[src/rtl/lsu_pkg.sv]
// Shared definitions for the load/store unit: RV32I size codes, FSM states,
// beat-counter width and the funct3 legality check.
package lsu_pkg;

    localparam logic [2:0] F3_B  = 3'b000;
    localparam logic [2:0] F3_H  = 3'b001;
    localparam logic [2:0] F3_W  = 3'b010;
    localparam logic [2:0] F3_BU = 3'b100;
    localparam logic [2:0] F3_HU = 3'b101;

    // Wide enough to hold a beat count of 4 (misaligned word).
    localparam int BEAT_W = 3;

    typedef enum logic [1:0] {IDLE, ACCESS, RESP} lsu_state_t;

    function automatic logic f3_legal(input logic [2:0] f3);
        return (f3 == F3_B) || (f3 == F3_H) || (f3 == F3_W) ||
               (f3 == F3_BU) || (f3 == F3_HU);
    endfunction

endpackage

[src/rtl/load_extend.sv]
// Combinational sign/zero extension of assembled load data by RV32I size code.
module load_extend
    import lsu_pkg::*;
#(
    parameter int DATA_WIDTH = 32,
    parameter int BYTE_WIDTH = 8
) (
    input  logic [DATA_WIDTH-1:0] raw,
    input  logic [2:0]            funct3,
    output logic [DATA_WIDTH-1:0] ext
);

    logic signed [BYTE_WIDTH-1:0]   byte_s;
    logic signed [2*BYTE_WIDTH-1:0] half_s;
    logic signed [DATA_WIDTH-1:0]   byte_x;
    logic signed [DATA_WIDTH-1:0]   half_x;

    assign byte_s = raw[BYTE_WIDTH-1:0];
    assign half_s = raw[2*BYTE_WIDTH-1:0];
    assign byte_x = DATA_WIDTH'(byte_s);
    assign half_x = DATA_WIDTH'(half_s);

    always_comb begin
        ext = raw;
        case (funct3)
            F3_B:    ext = byte_x;
            F3_H:    ext = half_x;
            F3_BU:   ext = {{(DATA_WIDTH-BYTE_WIDTH){1'b0}}, raw[BYTE_WIDTH-1:0]};
            F3_HU:   ext = {{(DATA_WIDTH-2*BYTE_WIDTH){1'b0}}, raw[2*BYTE_WIDTH-1:0]};
            default: ext = raw;
        endcase
    end

endmodule

[src/rtl/load_store_unit.sv]
// Data-memory initiator: one request at a time, split into byte beats when needed.
// Define LSU_MISALIGN_TRAP_EN to reject misaligned H/HU/W instead of splitting them.
module load_store_unit
    import lsu_pkg::*;
#(
    parameter int DATA_WIDTH = 32,
    parameter int BYTE_WIDTH = 8
) (
    input  logic                  clk,
    input  logic                  rst_n,
    input  logic                  req_valid,
    output logic                  req_ready,
    input  logic                  req_we,
    input  logic [2:0]            req_funct3,
    input  logic [DATA_WIDTH-1:0] req_addr,
    input  logic [DATA_WIDTH-1:0] req_wdata,
    output logic                  resp_valid,
    output logic [DATA_WIDTH-1:0] resp_rdata,
    output logic                  resp_err,
    output logic [DATA_WIDTH-1:0] mem_a,
    output logic [DATA_WIDTH-1:0] mem_wd,
    output logic                  mem_addr_mode,
    output logic                  mem_we,
    input  logic [DATA_WIDTH-1:0] mem_rd
);

    localparam int LANES = DATA_WIDTH / BYTE_WIDTH;

    lsu_state_t            state, state_nxt;
    logic [BEAT_W-1:0]     beat_p0, beat_nxt;
    logic [BEAT_W-1:0]     nbeats_in, nbeats_p0;
    logic                  byte_mode_in, err_in;
    logic                  we_p0, byte_mode_p0, err_p0;
    logic [2:0]            funct3_p0;
    logic [DATA_WIDTH-1:0] addr_p0, wdata_p0;
    logic [DATA_WIDTH-1:0] rdata_p1, ext;
    logic                  in_access;

    // Request decode: beat count, access mode and rejection
    always_comb begin
        nbeats_in    = BEAT_W'(1);
        byte_mode_in = 1'b1;
        err_in       = !f3_legal(req_funct3);
        case (req_funct3)
            F3_W: begin
                if (req_addr[1:0] == 2'b00) byte_mode_in = 1'b0;
                else                        nbeats_in    = BEAT_W'(LANES);
            end
            F3_H, F3_HU: nbeats_in = BEAT_W'(2);
            default: ;
        endcase
`ifdef LSU_MISALIGN_TRAP_EN
        if ((req_funct3 == F3_W && req_addr[1:0] != 2'b00) ||
            ((req_funct3 == F3_H || req_funct3 == F3_HU) && req_addr[0]))
            err_in = 1'b1;
`endif
    end

    always_comb begin
        state_nxt = state;
        beat_nxt  = beat_p0;
        case (state)
            IDLE: begin
                beat_nxt = '0;
                if (req_valid) state_nxt = err_in ? RESP : ACCESS;
            end
            ACCESS: begin
                if (beat_p0 == nbeats_p0 - BEAT_W'(1)) begin
                    state_nxt = RESP;
                    beat_nxt  = '0;
                end else begin
                    beat_nxt = beat_p0 + BEAT_W'(1);
                end
            end
            RESP:    state_nxt = IDLE;
            default: state_nxt = IDLE;
        endcase
    end

    always_ff @(posedge clk) begin
        if (!rst_n) begin
            state   <= IDLE;
            beat_p0 <= '0;
        end else begin
            state   <= state_nxt;
            beat_p0 <= beat_nxt;
        end
    end

    // Capture stage (p0) and load assembly stage (p1); data only, no reset
    always_ff @(posedge clk) begin
        if (state == IDLE && req_valid) begin
            we_p0        <= req_we;
            funct3_p0    <= req_funct3;
            addr_p0      <= req_addr;
            wdata_p0     <= req_wdata;
            nbeats_p0    <= nbeats_in;
            byte_mode_p0 <= byte_mode_in;
            err_p0       <= err_in;
        end
        if (state == ACCESS && !we_p0) begin
            if (byte_mode_p0) rdata_p1[beat_p0*BYTE_WIDTH +: BYTE_WIDTH] <= mem_rd[BYTE_WIDTH-1:0];
            else              rdata_p1 <= mem_rd;
        end
    end

    load_extend #(
        .DATA_WIDTH(DATA_WIDTH),
        .BYTE_WIDTH(BYTE_WIDTH)
    ) u_load_extend (
        .raw   (rdata_p1),
        .funct3(funct3_p0),
        .ext   (ext)
    );

    // Memory port is idle-zero outside ACCESS
    assign in_access     = (state == ACCESS);
    assign mem_we        = in_access && we_p0;
    assign mem_addr_mode = in_access && byte_mode_p0;
    assign mem_a         = in_access ? addr_p0 + DATA_WIDTH'(beat_p0) : '0;
    assign mem_wd        = !in_access  ? '0 :
                           byte_mode_p0 ? {{(DATA_WIDTH-BYTE_WIDTH){1'b0}},
                                           wdata_p0[beat_p0*BYTE_WIDTH +: BYTE_WIDTH]}
                                        : wdata_p0;

    assign req_ready  = (state == IDLE);
    assign resp_valid = (state == RESP);
    assign resp_err   = (state == RESP) && err_p0;
    assign resp_rdata = (state == RESP && !we_p0 && !err_p0) ? ext : '0;

endmodule

[config.mk]
export PLATFORM = sky130hd
export DESIGN_NAME = load_store_unit
export DESIGN_NICKNAME = d
export VERILOG_FILES = /design/src/rtl/lsu_pkg.sv /design/src/rtl/load_extend.sv /design/src/rtl/load_store_unit.sv
export SDC_FILE = /design/constraint.sdc
export NUM_CORES = 1
export LEC_CHECK = 0
export CORE_UTILIZATION = 30
export CTS_BUF_LIST = sky130_fd_sc_hd__clkbuf_8
export DETAILED_ROUTE_END_ITERATION = 12
export GPL_TIMING_DRIVEN = 0
export SLEW_MARGIN = 0
export SYNTH_ARGS = -nofsm -noshare
export SYNTH_HDL_FRONTEND = slang
export SYNTH_HIERARCHICAL = 1
export SYNTH_SLANG_ARGS = --single-unit
[constraint.sdc]
create_clock -name clk -period 4.3 [get_ports clk]
set_input_delay 0.86 -clock clk [delete_from_list [all_inputs] [get_ports clk]]
set_output_delay 0.86 -clock clk [all_outputs]
set_load 0.01 [all_outputs]
==> reports/metrics.yaml, run 1 <==
hold_path:
  hold_path.class: "register to register"
  min-delay-start: "state[0]$_SDFFE_PN0P_"
synth:
  synth_nets: 684
  syn-instance-count: 571
  ys_ff_latch: 110
  syn_avg_cell_area_um2: 10.58
  synth_cell_types: 58
  syn_area_mm2: 0.006042
  yosysWarningCount: 6
  ys_seq_area_frac: 0.5384
  async_flop_share: 0
  synth_edf_count: 105
  ys.flop_type: "edfxtp_1"
clock_network:
  cts_root_buffer: "clkbuf_8"
  cts_max_level: 3
  clock-sinks: 110
  clk_pin_slew_worst_paths_ns: 0.10
  cts-hold-fix-buffers: 0
  cts_buffers: 9
  insertion_delay_ns: 0.39
  cts_buffer_depth: 2
  cts_tree: "built"
timing:
  drv_slew: 0
  relSlewSlack: 0.3712
  period_minus_slack_ns: 4.143
  hold_slack_ns: 0.5759
  fmax_mhz: 241.3
  tightest_slew_ns: 0.9352
  finalCritPeriodShare: 0.9636
  rsz0062_at_grt: "no"
  hold_viol: 0
  setup_violations: 0
  finalClockSkew_ns: 0.01953
cells_and_area:
  layout_common_cells: "195 x clkdlybuf4s50_1, 105 x edfxtp_1, 70 x and2_1"
  fill_cells: 1908
  drive_above_1_share: 0.08281
  final_common_cell: "clkdlybuf4s50_1"
  nets: 905
  utilization: 0.4444
  syn_to_final_growth_pct: 44.09
critical_path:
  cp-end-kind: "output pin"
  cp.arrival_ns: 3.28
  path_max_fanout: 10
  startpoint_type: "register"
  criticalPathCategory: "register to output pin"
  worstPathRequired_ns: 3.44
  regToRegStartpoint: "beat_p0[0]$_SDFFE_PN0P_"
  worstSetupStartpoint: "beat_p0[1]$_SDFFE_PN0P_"
placed_design:
  portBuffers: 203
  hpwl_um: 12860
  gp_congestion: 0.8225
route:
  routed_via_density: 4.720
  routedWlPerCell_um: 16.24
  vias: 5017
  routed_wl_um: 17260
  drtAntennaViolNets: 0
  drc: 0
  dr.pass1.iters: 5
  drtIter0Drc: 258
power_and_ir_drop:
  power_density_mw_per_mm2: 269.9
  worst_ir_drop_vdd_uv: 147.4
  total_leakage_power_uw: 0.003050
outcome:
  status: "complete, no violations"
floorplanning:
  dieWidth_um: 143.9
  dieArea_mm2: 0.02071
  coreArea_mm2: 0.01959
  initial_core_util: 0.3084
  io_pins: 204
  die_y_um: 143.9
  row_count: 51
grt:
  antenna_found_initial: 0
  grt_pass1_vias: 4949
  track_usage: 0.1696
  grt_max_degree: 49
  overflow: 0
  grt_pass1_wl_um: 26370
flow_run:
  cap_violations: 0
cell families after synthesis:
logic type	count (synthesis)	synth area share
compound gates	120	0.1185
xor+xnor	12	0.01967
fa+ha+maj	10	0.02195
buf+inv	75	0.05591
flops	110	0.5384
mux	9	0.03210
simple gates	235	0.2135
where the power goes:
part / internal, µW / switching [µW]
clock network: 213 / 389
logic: 237 / 211
registers: 1260 / 43.7
total: 1710 / 644
worst paths after layout:
kind                                         endpoint  slack [ns]  cells after the start
worst max-delay path                        mem_a[30]        0.16                      9
worst min-delay path            state[1]$_SDFFE_PN0P_        0.58                      2
worst max register to register  rdata_p1[7]$_DFFE_PP_        0.57                      8
worst min register to register  state[1]$_SDFFE_PN0P_        0.58                      2
per-stage QoR:
step                std cells  total power (µW)  area [µm²]  setup WS (ns)  setup TNS (ns)
floorplan                 571              1530        6042         0.7359               0
global placement         1039              1773        8406        -0.6292          -13.70
detailed placement       1040              1776        8436        -0.6112          -4.016
CTS                      1060              2378        8660       -0.05184        -0.09034
global route             1062              2462        8703        0.01368               0
finish                   1063              2350        8706         0.1566               0
metal layers:
layer | global-route usage | vias up | routed length [µm]
met4 | 0.07167 | 0 | 388
met1 | 0.2262 | 2319 | 7756
li1 | - | 2477 | -
met5 | 0 | - | 0
met3 | 0.03266 | 22 | 1290
met2 | 0.2677 | 199 | 7826
worst max-delay path, cell delays in order (launching register included):
cell and delay (ns):
dfxtp_4 0.41, buf_8 0.17, clkinvlp_4 0.12, fa_2 0.41, nand2b_4 0.18, a2111o_1 0.48, buf_4 0.16, or4_1 0.50
a21oi_1 0.19, dlygate4sd2_1 0.29
timing repair:
action                     in CTS  in global routing
buffers inserted                4                  2
pin swaps                       1                  1
setup endpoints to repair      14                  6
gates resized for setup        15                 12
Yosys cell counts (5+ instances only):
cell	instances	share of area
edfxtp_1	105	0.52
and2_1	71	0.074
nand2_1	65	0.040
o21ai_0	55	0.046
inv_1	37	0.023
a21oi_1	32	0.027
nor2_1	27	0.017
clkbuf_1	18	0.011
nor2b_1	17	0.018
o31ai_1	12	0.015
or4_1	12	0.015
buf_4	9	0.011
ha_1	9	0.019
mux4_2	8	0.030
nand3_1	8	0.0066
nand4_1	8	0.0083
xnor2_1	7	0.010
buf_2	5	0.0041
dfxtp_1	5	0.017
area by class of cell:
type	count	area (µm²)	share of cell area
sequential	110	3257	0.3741
clock inverter	7	50.05	0.005749
antenna	1	2.502	0.0002874
clock buffer	9	123.9	0.01423
inverter	37	142.6	0.01638
tap	265	331.6	0.03809
multi-input combinational	386	2490	0.2860
timing repair buffer	210	2096	0.2407
buffer	38	212.7	0.02443
flip-flops by register name, indices dropped and copies added, names as in the netlist:
signal	flops
addr_p0	32
rdata_p1	32
wdata_p0	32
beat_p0	3
funct3_p0	3
nbeats_p0	3
state	2
byte_mode_p0	1
err_p0	1
we_p0	1
Power figures use the tool's default switching activity.
==> run 2: changes to the inputs <==
- CORE_ASPECT_RATIO: not set -> 0.7
==> reports/metrics.yaml, run 2 (synthesis gave the netlist of run 1 again) <==
cells_and_area:
  antenna_cells: 0  # was 1
  final_common_cell: "clkdlybuf4s50_1"  # unchanged
  stdcell_area_mm2: 0.008701  # was 0.008706 mm²
  nets: 901  # was 905
  fill_cells: 1935  # was 1908
  fin_cells: 1063  # unchanged
  reg_top3: "addr_p0 (32), rdata_p1 (32), wdata_p0 (32)"  # unchanged
  syn_to_final_growth_pct: 44.00  # was 44.09%
  layout_common_cells: "195 x clkdlybuf4s50_1, 105 x edfxtp_1, 70 x and2_1"  # unchanged
  drive_above_1_share: 0.07945  # was 0.08281
timing:
  finalClockSkew_ns: 0.005296  # was 0.01953 ns
  fmax_mhz: 242.8  # was 241.3 MHz
  period_minus_slack_ns: 4.118  # was 4.143 ns
  hold_viol: 0  # unchanged
  finalCritPeriodShare: 0.9577  # was 0.9636
  tightest_slew_ns: 0.9911  # was 0.9352 ns
  drv_slew: 0  # unchanged
  setup_violations: 0  # unchanged
  relSlewSlack: 0.3378  # was 0.3712
  finalSetupTns_ns: 0  # unchanged
floorplanning:
  initial_core_util: 0.3060  # was 0.3084
  io_pins: 204  # unchanged
  coreArea_mm2: 0.01975  # was 0.01959 mm²
  row_count: 43  # was 51
  dieWidth_um: 171.6  # was 143.9 µm
  die_y_um: 120.7  # was 143.9 µm
  dieArea_mm2: 0.02072  # was 0.02071 mm²
flow_run:
  cap_violations: 0  # unchanged
route:
  routedWlPerCell_um: 16.94  # was 16.24 µm
  dr.pass1.iters: 5  # unchanged
  drtAntennaViolNets: 0  # unchanged
  vias: 4942  # was 5017
  drc: 0  # unchanged
  drtIter0Drc: 280  # was 258
  routed_wl_um: 18000  # was 17260 µm
  routed_via_density: 4.649  # was 4.720
clock_network:
  cts_buffers: 9  # unchanged
  cts_tree: "built"  # unchanged
  insertion_delay_ns: 0.38  # was 0.39 ns
  clock-sinks: 110  # unchanged
  cts_root_buffer: "clkbuf_8"  # unchanged
  clk_pin_slew_worst_paths_ns: 0.10  # about the same
  cts-hold-fix-buffers: 0  # unchanged
  cts_buffer_depth: 2  # unchanged
  cts_max_level: 3  # unchanged
placed_design:
  portBuffers: 203  # unchanged
  gp_congestion: 0.8576  # was 0.8225
  placed_cell_area_mm2: 0.008442  # was 0.008436 mm²
  placedCellCount: 1045  # was 1040
  hpwl_um: 13640  # was 12860 µm
critical_path:
  worstPathRequired_ns: 3.44  # about the same
  criticalPathCategory: "register to output pin"  # unchanged
  path_max_fanout: 10  # unchanged
  cp.arrival_ns: 3.26  # was 3.28 ns
  startpoint_type: "register"  # unchanged
  r2r_setup_slack_ns: 0.61  # was 0.57 ns
  cp-end-kind: "output pin"  # unchanged
hold_path:
  hold_path.class: "register to register"  # unchanged
outcome:
  status: "complete, no violations"  # unchanged
power_and_ir_drop:
  worst_ir_drop_vdd_uv: 151.3  # was 147.4 µV
  power_density_mw_per_mm2: 277.4  # was 269.9 mW/mm²
  total_leakage_power_uw: 0.003026  # was 0.003050 µW
  power.total_uw: 2413  # was 2350 µW
grt:
  grt_pass1_wl_um: 27160  # was 26370 µm
  track_usage: 0.1765  # was 0.1696
  antenna_found_initial: 0  # unchanged
  overflow: 0  # unchanged
  grt_max_degree: 52  # was 49
  grt_pass1_vias: 4849  # was 4949
-- run 2: cell types whose count changed in the layout (fill, tap and decap cells not counted), moves of 2 or more --
cell | before | now
clkinvlp_4 | 3 | 1
dlygate4sd2_1 | 3 | 6
buf_4 | 16 | 12
dlymetal6s2s_1 | 2 | 0
-- run 2: path summary, 6_finish.rpt --
check,from,to,cells past startpoint
hold reg to reg,state[0]$_SDFFE_PN0P_,state[1]$_SDFFE_PN0P_,2
hold / removal,state[0]$_SDFFE_PN0P_,state[1]$_SDFFE_PN0P_,2
setup reg to reg,beat_p0[0]$_SDFFE_PN0P_,rdata_p1[6]$_DFFE_PP_,8
setup / recovery,beat_p0[1]$_SDFFE_PN0P_,mem_a[16],9
-- run 2: critical path: stages, from the launching register on --
cell	delay, ns
dfxtp_4	0.41
buf_8	0.16
inv_1	0.12
fa_2	0.42
nand2b_4	0.18
a2111o_1	0.53
buf_4	0.22
or3_1	0.34
a21oi_1	0.19
dlygate4sd2_1	0.29
-- run 2: area by class of cell --
class / instances / area, µm² / area share
Buffer: 38 / 212.7 / 0.02445
Clock buffer: 9 / 123.9 / 0.01424
Clock inverter: 7 / 80.08 / 0.009203
Inverter: 37 / 138.9 / 0.01596
Multi-Input combinational cell: 386 / 2494 / 0.2866
Sequential cell: 110 / 3257 / 0.3743
Tap cell: 270 / 337.8 / 0.03883
Timing Repair Buffer: 206 / 2057 / 0.2364
-- run 2: routing by layer --
layer / part of all wire / global-route usage / up-vias / routed length, µm
li1: - / - / 2473 / -
met1: 0.49 / 0.2547 / 2253 / 8886
met2: 0.40 / 0.2457 / 205 / 7210
met3: 0.098 / 0.06939 / 11 / 1766
met4: 0.0077 / 0.03683 / 0 / 139
met5: 0 / 0 / - / 0
-- run 2: where the power goes --
part           switching [µW]  internal, µW  total, µW
combinational             211           237        448
sequential               45.9          1260       1300
clock                     385           278        663
-- run 2: timing repair --
item                       CTS  global route
buffers inserted             2             0
gates resized for setup     18             9
setup endpoints to repair   14            10
pin swaps                    1             1
-- run 2: through the flow --
step	utilization	setup WS [ns]	hold slack, ns
floorplan	-	0.7359	0.4984
global placement	0.4260	-0.5471	0.5661
detailed placement	0.4275	-0.5295	0.5691
CTS	0.4399	0.01496	0.5837
global route	0.4407	-0.001751	0.6082
finish	0.4407	0.1818	0.5798
